### config.mk
export PLATFORM = sky130hd
export DESIGN_NAME = alu_seq
export DESIGN_NICKNAME = d
export VERILOG_FILES = /design/src/rtl/alu_seq.sv
export SDC_FILE = /design/constraint.sdc
export NUM_CORES = 1
export LEC_CHECK = 0
export CAP_MARGIN = 5
export CORE_ASPECT_RATIO = 1.75
export CORE_UTILIZATION = 49
export CTS_CLUSTER_SIZE = 14
export DETAILED_ROUTE_END_ITERATION = 10
export GPL_TIMING_DRIVEN = 1
export PLACE_DENSITY = 0.78
export SLEW_MARGIN = 5
export SYNTH_ARGS = -nofsm -noshare
export SYNTH_HDL_FRONTEND = slang
export SYNTH_SLANG_ARGS = --single-unit
### constraint.sdc
create_clock -name clock -period 2.65 [get_ports clock]
set_input_delay 0.265 -clock clock [delete_from_list [all_inputs] [get_ports clock]]
set_output_delay 0.265 -clock clock [all_outputs]
set_load 0.02 [all_outputs]
### src/rtl/alu_seq.sv
// -----------------------------------------------------------------------------
// alu_seq
//   Registered, parametrised ALU with a valid/ready request handshake and a
//   persistent flag set (CF/ZF/SF/OF). Single-cycle ops complete on the edge
//   that accepts them; MUL (optional) runs an iterative shift-add over WIDTH
//   cycles while in_ready is held low.
//
//   Build option:
//     ALU_MUL_EN  defined   -> iterative multiplier, BUSY state and counter
//                 undefined -> opcode 1001 is a NOP, in_ready = !reset
//
// Parameters:
//   WIDTH      operand/result width (>= 2)
//
// Ports:
//   clock      rising-edge clock
//   reset      asynchronous, active-high reset
//   in_valid   request strobe, accepted when in_ready is high
//   in_ready   high when idle and out of reset
//   op         4-bit opcode
//   in1, in2   operands (sampled only on accept)
//   res        registered result, held until the next result-producing op
//   out_valid  one-cycle pulse when res/flags have just been updated
//   CF,ZF,SF,OF registered carry/zero/sign/overflow flags
// -----------------------------------------------------------------------------
module alu_seq #(
  parameter int WIDTH = 8
) (
  input  logic             clock,
  input  logic             reset,
  input  logic             in_valid,
  output logic             in_ready,
  input  logic [3:0]       op,
  input  logic [WIDTH-1:0] in1,
  input  logic [WIDTH-1:0] in2,
  output logic [WIDTH-1:0] res,
  output logic             out_valid,
  output logic             CF,
  output logic             ZF,
  output logic             SF,
  output logic             OF
);

  typedef enum logic [3:0] {
    OP_NOP   = 4'b0000,
    OP_ADD   = 4'b0001,
    OP_SUB   = 4'b0010,
    OP_ADC   = 4'b0011,
    OP_AND   = 4'b0100,
    OP_OR    = 4'b0101,
    OP_XOR   = 4'b0110,
    OP_SHL   = 4'b0111,
    OP_SHR   = 4'b1000,
    OP_MUL   = 4'b1001,
    OP_SHOWR = 4'b1111
  } op_e;

  logic             accept;
  logic             carry_in;
  logic [WIDTH:0]   add_sum;
  logic [WIDTH:0]   sub_diff;

  // Decoded single-cycle outcome.
  logic [WIDTH-1:0] nxt_res;
  logic             nxt_cf;
  logic             nxt_of;
  logic             writes;      // op updates res and pulses out_valid
  logic             keep_flags;  // SHOWR: res only, flags untouched
  logic             start_mul;

`ifdef ALU_MUL_EN
  localparam int CW = $clog2(WIDTH) + 1;
  localparam logic [CW-1:0] LAST = CW'(WIDTH - 1);

  typedef enum logic {IDLE, BUSY} state_e;

  state_e             state;
  logic [2*WIDTH-1:0] acc;
  logic [2*WIDTH-1:0] mcand;     // multiplicand, shifted left each iteration
  logic [WIDTH-1:0]   mplier;    // multiplier, shifted right each iteration
  logic [CW-1:0]      cnt;
  logic [2*WIDTH-1:0] acc_next;

  assign in_ready = (state == IDLE) && !reset;
  assign acc_next = acc + (mplier[0] ? mcand : '0);
`else
  assign in_ready = !reset;
`endif

  assign accept = in_valid && in_ready;

  // One shared (WIDTH+1)-bit adder serves ADD and ADC; the top bit is carry.
  assign carry_in = (op == OP_ADC) ? CF : 1'b0;
  assign add_sum  = {1'b0, in1} + {1'b0, in2} + {{WIDTH{1'b0}}, carry_in};
  // Top bit of the widened difference is the unsigned borrow.
  assign sub_diff = {1'b0, in1} - {1'b0, in2};

  // NOTE: every output of this block gets a default first so no path leaves
  // a variable unassigned, which would otherwise infer a latch.
  always_comb begin
    nxt_res    = '0;
    nxt_cf     = 1'b0;
    nxt_of     = 1'b0;
    writes     = 1'b0;
    keep_flags = 1'b0;
    start_mul  = 1'b0;
    case (op)
      OP_ADD, OP_ADC: begin
        nxt_res = add_sum[WIDTH-1:0];
        nxt_cf  = add_sum[WIDTH];
        nxt_of  = (in1[WIDTH-1] == in2[WIDTH-1]) &&
                  (add_sum[WIDTH-1] != in1[WIDTH-1]);
        writes  = 1'b1;
      end
      OP_SUB: begin
        nxt_res = sub_diff[WIDTH-1:0];
        nxt_cf  = sub_diff[WIDTH];
        nxt_of  = (in1[WIDTH-1] != in2[WIDTH-1]) &&
                  (sub_diff[WIDTH-1] != in1[WIDTH-1]);
        writes  = 1'b1;
      end
      OP_AND: begin nxt_res = in1 & in2; writes = 1'b1; end
      OP_OR:  begin nxt_res = in1 | in2; writes = 1'b1; end
      OP_XOR: begin nxt_res = in1 ^ in2; writes = 1'b1; end
      OP_SHL: begin
        nxt_res = {in1[WIDTH-2:0], 1'b0};
        nxt_cf  = in1[WIDTH-1];
        nxt_of  = in1[WIDTH-1] ^ in1[WIDTH-2];
        writes  = 1'b1;
      end
      OP_SHR: begin
        nxt_res = {1'b0, in1[WIDTH-1:1]};
        nxt_cf  = in1[0];
        writes  = 1'b1;
      end
`ifdef ALU_MUL_EN
      OP_MUL: start_mul = 1'b1;
`endif
      OP_SHOWR: begin
        nxt_res    = in1;
        writes     = 1'b1;
        keep_flags = 1'b1;
      end
      default: ;  // NOP and reserved opcodes: nothing happens
    endcase
  end

  // NOTE: sequential state uses non-blocking assignments so every register
  // samples pre-edge values regardless of statement order.
  // NOTE: the multiplier working registers are reset along with the outputs;
  // they are few flops and this keeps an aborted MUL from leaving stale state.
  always_ff @(posedge clock or posedge reset) begin
    if (reset) begin
      res       <= '0;
      CF        <= 1'b0;
      ZF        <= 1'b0;
      SF        <= 1'b0;
      OF        <= 1'b0;
      out_valid <= 1'b0;
`ifdef ALU_MUL_EN
      state     <= IDLE;
      acc       <= '0;
      mcand     <= '0;
      mplier    <= '0;
      cnt       <= '0;
`endif
    end else begin
      out_valid <= 1'b0;

      // accept can only be true in IDLE, so this never collides with BUSY.
      if (accept && writes) begin
        res       <= nxt_res;
        out_valid <= 1'b1;
        if (!keep_flags) begin
          CF <= nxt_cf;
          OF <= nxt_of;
          ZF <= (nxt_res == '0);
          SF <= nxt_res[WIDTH-1];
        end
      end

`ifdef ALU_MUL_EN
      case (state)
        IDLE: begin
          if (accept && start_mul) begin
            state  <= BUSY;
            acc    <= '0;
            mcand  <= {{WIDTH{1'b0}}, in1};
            mplier <= in2;
            cnt    <= '0;
          end
        end
        BUSY: begin
          acc    <= acc_next;
          mcand  <= mcand << 1;
          mplier <= mplier >> 1;
          cnt    <= cnt + CW'(1);
          // Last partial product is folded in on the completing edge.
          if (cnt == LAST) begin
            state     <= IDLE;
            res       <= acc_next[WIDTH-1:0];
            CF        <= |acc_next[2*WIDTH-1:WIDTH];
            OF        <= |acc_next[2*WIDTH-1:WIDTH];
            ZF        <= (acc_next[WIDTH-1:0] == '0);
            SF        <= acc_next[WIDTH-1];
            out_valid <= 1'b1;
          end
        end
        default: state <= IDLE;
      endcase
`endif
    end
  end

endmodule

==> key figures, run 1 <==
Layout
  • Final core occ: 0.776
  • Layout area overhead: 50.1%
  • Sequential Area: ~330 µm²
  • FILL cells: approximately 270
  • Fin nets: just over 400
  • Diodes inserted: 0
  • Layout cells sized above 1: 0.335
  • Multi-input logic area: 1640 µm²

Timing
  • Final Hold Fails: 0
  • Clock skew: 0.000981 ns
  • Final Slew Violations: 0
  • Tightest Pin Transition: around 0.64 ns
  • WHS: approximately 0.41 ns
  • Min Tclk post-route: roughly 2.8 ns
  • Fmax: 362 MHz
  • Final worst-path cycle share: 1.04
  • # setup viols final: 1
  • Final worst slack: -0.113 ns
  • Slew Limit Headroom: 0.573
  • Unrepaired setup endpoints after global routing: true

Outcome
  • Outcome: finished, violations left
  • Failing checks: negative setup slack

Worst setup path
  • FF-to-FF Start: CF$_DFFE_PP0P_
  • Crit path kind: flip-flop to flip-flop
  • Crit path cell chain: nand3_2, fa_2, fa_2, nand2b_4, a21oi_4, o21ai_1, a21oi_1, o21ai_1, or4_4, o41ai_4
  • R2r setup slk: -0.11 ns
  • Slowest-stage cell, CP: or4_4
  • Maximum fanout along the worst path: 2
  • CP startpoint: CF$_DFFE_PP0P_
  • R2R depth: 10
  • Crit path DAT: 2.89 ns
  • FF-to-FF End: ZF$_DFFE_PP0P_
  • Critical Path Sink: ZF$_DFFE_PP0P_
  • Critical path capture point type: flip-flop
  • CP max stage delay: roughly 0.52 ns
  • Worst Path Required: 2.78 ns
  • Startpoint types: flip-flop

Logic synthesis
  • Largest family of logic cells by synthesized area: compound AO/OA/AOI/OAI gates
  • Number of warnings issued by yosys: 0
  • Flops & latches, synth: 13
  • Post-synth EDFFs: 0
  • Async set-reset flop share out of synthesis: 1.00
  • Register area share after synthesis: 0.160
  • XOR/XNOR Fraction of Synth Area: 0.0129
  • Syn Inst Count: between 200 and 300
  • Average cell area after synthesis: 7.90 µm²
  • Multiplexer share of the synthesized area: 0.0767
  • Cell Area, Synth: 2040 µm²
  • Adder-cell share of the synthesized area: 0.177
  • Yosys cell types: 55
  • Syn nets: between 300 and 400
  • Main synth FF type: dfrtp_1
  • Synth Area in Compound Gates: 0.300
  • Simple-gate area share of the yosys netlist: 0.176

Placement
  • IO buf count: 36
  • Detailed placement HPWL: 5.23 mm
  • Routability cong.: between 0.9 and 1

Floorplanning
  • Die X-Extent: about 51 µm
  • Core area: 3940 µm²
  • Initial Util: 0.517
  • Die Height: between 80 and 90 µm
  • Row count: 30
  • Die Area: ~4400 µm²
  • Num ports: 37

Detailed routing
  • DR WL/cell: around 18 µm
  • Vias: ~2.5k
  • Antenna-violating nets left: 0
  • DRC Markers: 0
  • DRT Pass-1 Iters: 5
  • Vias per cell: just over 6
  • Drt initial violations: 187
  • Final WL: 7.22 mm

GRT
  • Gr busiest metal: met2
  • Number of global-route vias before repair: between 2k and 2.5k
  • Met2 GRT Util: 0.616
  • GR Util All Layers: 0.339
  • Global routing usage on met1: 0.361
  • Pin count of the biggest net entering global routing: 24
  • Global Route met3 Usage: 0.0558
  • First-pass GRT wire length: 11.3 mm
  • Initial antenna violation count: 0
  • Total gr overflow: 0

CTS
  • Longest Clk Path Bufs: 2
  • H-Tree Depth: 1
  • Clock Root Buffer: clkbuf_8
  • CTS tree: built
  • Hold-fix buffers at CTS: 0
  • Clock sinks: 13
  • CTS buffer count: 3
  • Clock slew at reported path FFs: approximately 0.060 ns
  • Insertion delay to the later sink of the worst-skew pair: between 0.2 and 0.25 ns

Power
  • Peak VDD IR: between 0.3 and 0.4 mV
  • Pwr Density: approximately 360 nW/µm²
  • P_leak: 1.44 nW

Worst hold path
  • Worst hold path type: primary input to asynchronous set/reset pin

Flow run
  • Max cap viols: 0
## sequential cells by signal (all words and copies together), names as in the netlist
name,cells
CF,1
OF,1
SF,1
ZF,1
out_valid,1
res,8
## kinds of logic (layout without fill, tap and decap cells)
family | Yosys count | after routing
buffers and inverters | 46 | 140
AO/OA/AOI/OAI | 85 | 85
AND/OR/NAND/NOR | 73 | 73
XOR/XNOR | 3 | 3
multiplexers | 11 | 11
flip-flops | 13 | 13
adder cells (fa/ha/maj) | 27 | 27
## synth_stat cells, types with 7 or more instances
library cell / number / area (µm²)
inv_1: 29 / 109
ha_1: 24 / 300
nand2_1: 21 / 78.8
o21ai_0: 21 / 105
a21oi_1: 16 / 80.1
nor2_1: 15 / 56.3
dfrtp_1: 13 / 325
nor3_1: 10 / 50.1
clkbuf_1: 7 / 26.3
mux2_2: 7 / 78.8
nand3_1: 7 / 35.0
## layout by cell type (no fill, tap or decap), drive strengths merged, types with 2 or more instances in the layout
cell type,n
nor2,15
o221ai,2
a32o,2
nor3,10
a22oi,2
o21ai,21
a211oi,5
o311ai,2
dlygate4sd2,3
a21o,2
o21a,3
nand2,21
a221oi,3
a22o,4
nand3,7
mux4,3
nor4,2
a221o,2
mux2,7
dfrtp,13
nand2b,5
xor2,3
and3,5
ha,24
a211o,4
a21oi,16
clkbuf,4
buf,72
fa,3
inv,30
a32oi,4
nor2b,4
clkdlybuf4s50,29
## stage by stage
stage               instance area [µm²]  TNS [ns]  total power [mW]  cells  worst slack (ns)
floorplan                          2070    -0.126             0.571    258            -0.126
global placement                   2890     -2.44             0.850    391            -0.529
detailed placement                 2890     -3.11             0.863    391            -0.608
CTS                                2960    -0.186              1.05    397            -0.186
global route                       3060    -0.309              1.15    400            -0.198
finish                             3060    -0.113              1.09    400            -0.113
## how the worst min path moves through the flow
stage	from	to	slack, ns	cells past startpoint
4_1_cts	reset	res[2]$_DFFE_PP0P_	0.41	3
3_3_place_gp	res[0]$_DFFE_PP0P_	res[0]$_DFFE_PP0P_	0.46	2
2_1_floorplan	reset	CF$_DFFE_PP0P_	0.23	1
6_report	reset	res[1]$_DFFE_PP0P_	0.41	3
5_1_grt	reset	res[2]$_DFFE_PP0P_	0.45	3
3_5_place_dp	res[2]$_DFFE_PP0P_	res[2]$_DFFE_PP0P_	0.48	2
## routing by layer
metal | up-vias | share of wire
li1 | 1127 | -
met1 | 1126 | 0.35
met2 | 175 | 0.53
met3 | 32 | 0.079
met4 | 0 | 0.050
met5 | - | 0
## timing repair
action / CTS / global route
setup buffers: 2 / 3
gates resized for setup: 22 / 19
setup endpoints to repair: 7 / 7
pin swaps: 7 / 14
## where the power goes
group | internal (mW) | switching, mW | total [mW] | leakage [nW]
sequential | 0.239 | 0.0232 | 0.262 | 0.167
combinational | 0.328 | 0.328 | 0.657 | 1.25
clock | 0.106 | 0.0687 | 0.175 | 0.0228
## worst max-delay path, delay by kind of cell (launching register included)
kind | cells | cell delay, ns
adder cells (fa/ha/maj) | 2 | 0.76
AO/OA/AOI/OAI | 5 | 0.74
flip-flops | 1 | 0.38
AND/OR/NAND/NOR | 3 | 0.78
## area by class of cell
type / count / share of cell area
timing repair buffer: 106 / 0.286
inverter: 30 / 0.0368
multi-input combinational: 199 / 0.536
tap: 48 / 0.0196
sequential: 13 / 0.106
clock buffer: 4 / 0.0147
Note: power is estimated with default switching activity, not from simulation.
==> run 2, diff against run 1 <==
--- a/config.mk
+++ b/config.mk
@@ -7,11 +7,11 @@
 export LEC_CHECK = 0
 export CAP_MARGIN = 5
 export CORE_ASPECT_RATIO = 1.75
-export CORE_UTILIZATION = 49
+export CORE_UTILIZATION = 55
 export CTS_CLUSTER_SIZE = 14
 export DETAILED_ROUTE_END_ITERATION = 10
 export GPL_TIMING_DRIVEN = 1
-export PLACE_DENSITY = 0.78
+export PLACE_DENSITY = 0.83
 export SLEW_MARGIN = 5
 export SYNTH_ARGS = -nofsm -noshare
 export SYNTH_HDL_FRONTEND = slang
==> constraint.sdc (replaced) <==
create_clock -name clock -period 3.4 [get_ports clock]
set_input_delay 0.34 -clock clock [delete_from_list [all_inputs] [get_ports clock]]
set_output_delay 0.34 -clock clock [all_outputs]
set_load 0.02 [all_outputs]
==> key figures, run 2 (synthesized netlist as in run 1, its figures left out) <==
Outcome
  • Outcome: completed

GRT
  • GR Util All Layers: 0.326
  • Total gr overflow: 0
  • Pin count of the biggest net entering global routing: 24
  • Initial antenna violation count: 0
  • Number of global-route vias before repair: about 2.1k
  • First-pass GRT wire length: 9.27 mm

Layout
  • Fin nets: between 300 and 400
  • Most frequent cells in the layout: 35 x clkdlybuf4s50_1, 29 x inv_1, 24 x ha_1, 21 x nand2_1, 19 x o21ai_0
  • Layout area overhead: 26.2%
  • Max reg flops: 8
  • Diodes inserted: 0
  • Final cell count without fillers: 345
  • Final core occ: 0.742
  • Most common cell after layout, fill and taps aside: clkdlybuf4s50_1
  • Layout cells sized above 1: 0.150
  • Largest register by flop count: res

CTS
  • Hold-fix buffers at CTS: 0
  • Clock sinks: 13
  • CTS buffer count: 3
  • Longest Clk Path Bufs: 2
  • Clock slew at reported path FFs: about 0.050 ns
  • CTS tree: built
  • Clock Root Buffer: clkbuf_8
  • H-Tree Depth: 1
  • Insertion delay to the later sink of the worst-skew pair: 0.25 ns

Placement
  • Pre-CTS WS: -0.187 ns
  • Detailed placement HPWL: ~4.5 mm
  • Routability cong.: ~0.90
  • DP Cell Count: between 300 and 400
  • IO buf count: 36

Detailed routing
  • Vias: 2167
  • DR WL/cell: 16.7 µm
  • DRT Pass-1 Iters: 4
  • Final WL: 5.78 mm
  • Antenna-violating nets left: 0
  • DRC Markers: 0
  • Vias per cell: 6.28
  • Drt initial violations: 95

Floorplanning
  • Initial Util: 0.588
  • Row count: 28
  • Die X-Extent: between 40 and 50 µm
  • Num ports: 37
  • Die Height: slightly above 80 µm
  • Core area: about 3500 µm²
  • Die Area: slightly below 4000 µm²

Worst setup path
  • CP max stage delay: about 0.53 ns
  • CP Buf/Inv Count: 1
  • Critical path's top delay family: simple AND/OR/NAND/NOR gates
  • FF-to-FF Start: CF$_DFFE_PP0P_
  • Crit path cell chain: clkdlybuf4s50_1, nand2b_4, nor2_2, nand3_2, fa_2, fa_2, mux2_2, o221ai_1, o21ai_1, nand3_1, or4_4, o41ai_2
  • Slowest-stage cell, CP: fa_2
  • R2r setup slk: between 0.5 and 0.6 ns
  • Critical Path Most Common Cell: fa_2
  • R2R depth: 9
  • Startpoint types: primary input
  • Critical path capture point type: flip-flop
  • Worst Path Required: around 3.6 ns
  • FF-to-FF End: ZF$_DFFE_PP0P_
  • Crit path kind: primary input to flip-flop
  • Maximum fanout along the worst path: 2
  • Crit path DAT: approximately 3.4 ns

Worst hold path
  • Hold_sp: res[0]$_DFFE_PP0P_
  • WHS Endpoint: res[0]$_DFFE_PP0P_
  • WHS Path Cells: 2
  • Worst hold path type: flip-flop to flip-flop

Timing
  • Clock skew: just under 0.002 ns
  • Final worst slack: ~0.11 ns
  • Min Tclk post-route: roughly 3.3 ns
  • Final worst-path cycle share: 0.967
  • Final Slew Violations: 0
  • WHS: around 0.48 ns
  • Fmax: a little over 300 MHz
  • # setup viols final: 0
  • Tightest Pin Transition: between 0.5 and 0.6 ns
  • Slew Limit Headroom: 0.608
  • Final Hold Fails: 0

Power
  • Psw: ~290 µW
  • Sequential group share of total power: 0.269
  • P_leak: about 1.2 nW
  • Pint: around 470 µW
  • Comb pwr share: 0.544
  • Pwr Density: between 200 and 300 nW/µm²
  • Sw Share: 0.384
  • Clock power frac: 0.186
  • Peak VDD IR: 0.207 mV

Flow run
  • Max cap viols: 0
## run 2: power by group through the flow
stage | clock (mW) | combinational [mW] | sequential (mW)
floorplan | 0 | 0.198 | 0.243
global placement | 0 | 0.394 | 0.204
global route | 0.147 | 0.450 | 0.209
CTS | 0.140 | 0.403 | 0.204
detailed placement | 0 | 0.401 | 0.207
finish | 0.141 | 0.411 | 0.204
## run 2: timing repair
item,CTS,global route
setup buffers,0,1
gates resized for setup,0,9
setup endpoints to repair,0,2
## run 2: worst max path at each step
| stage | start | end | slack [ns] | depth (start not counted) |
|---|---|---|---|---|
| after detailed placement | op[3] | ZF$_DFFE_PP0P_ | -0.19 | 12 |
| after CTS | op[3] | ZF$_DFFE_PP0P_ | 0.07 | 12 |
| after floorplan | op[3] | ZF$_DFFE_PP0P_ | 0.16 | 12 |
| after global routing | op[3] | ZF$_DFFE_PP0P_ | -0.03 | 12 |
| after global placement | op[3] | ZF$_DFFE_PP0P_ | -0.07 | 12 |
| final | op[3] | ZF$_DFFE_PP0P_ | 0.11 | 12 |
## run 2: layout make-up
class / count / area [µm²]
tap: 45 / 56.3
inverter: 30 / 113
clock buffer: 4 / 45.0
multi-input combinational: 199 / 1540
fill: 278 / 896
timing repair buffer: 54 / 498
sequential: 13 / 325
## run 2: worst reg2reg max path: stages, from the launching register on
cell and delay (ns):
dfrtp_1 0.43, nand3_2 0.11, fa_2 0.39, fa_2 0.53, mux2_2 0.14, o221ai_1 0.11, o21ai_1 0.19, nand3_1 0.09
or4_4 0.53, o41ai_2 0.28
## run 2: metrics by stage
stage                     setup TNS, ns  total power, mW  area (µm²)
after detailed placement         -0.218            0.608        2490
after CTS                             0            0.747        2540
after floorplan                       0            0.442        2040
final                                 0            0.756        2570
after global routing            -0.0323            0.806        2570
after global placement          -0.0741            0.598        2490
## run 2: per-layer routing
layer  part of all wire  GRT usage
met4              0.040      0.233
met2               0.53      0.536
met3              0.041     0.0500
met1               0.39      0.354
met5                  0     0.0500
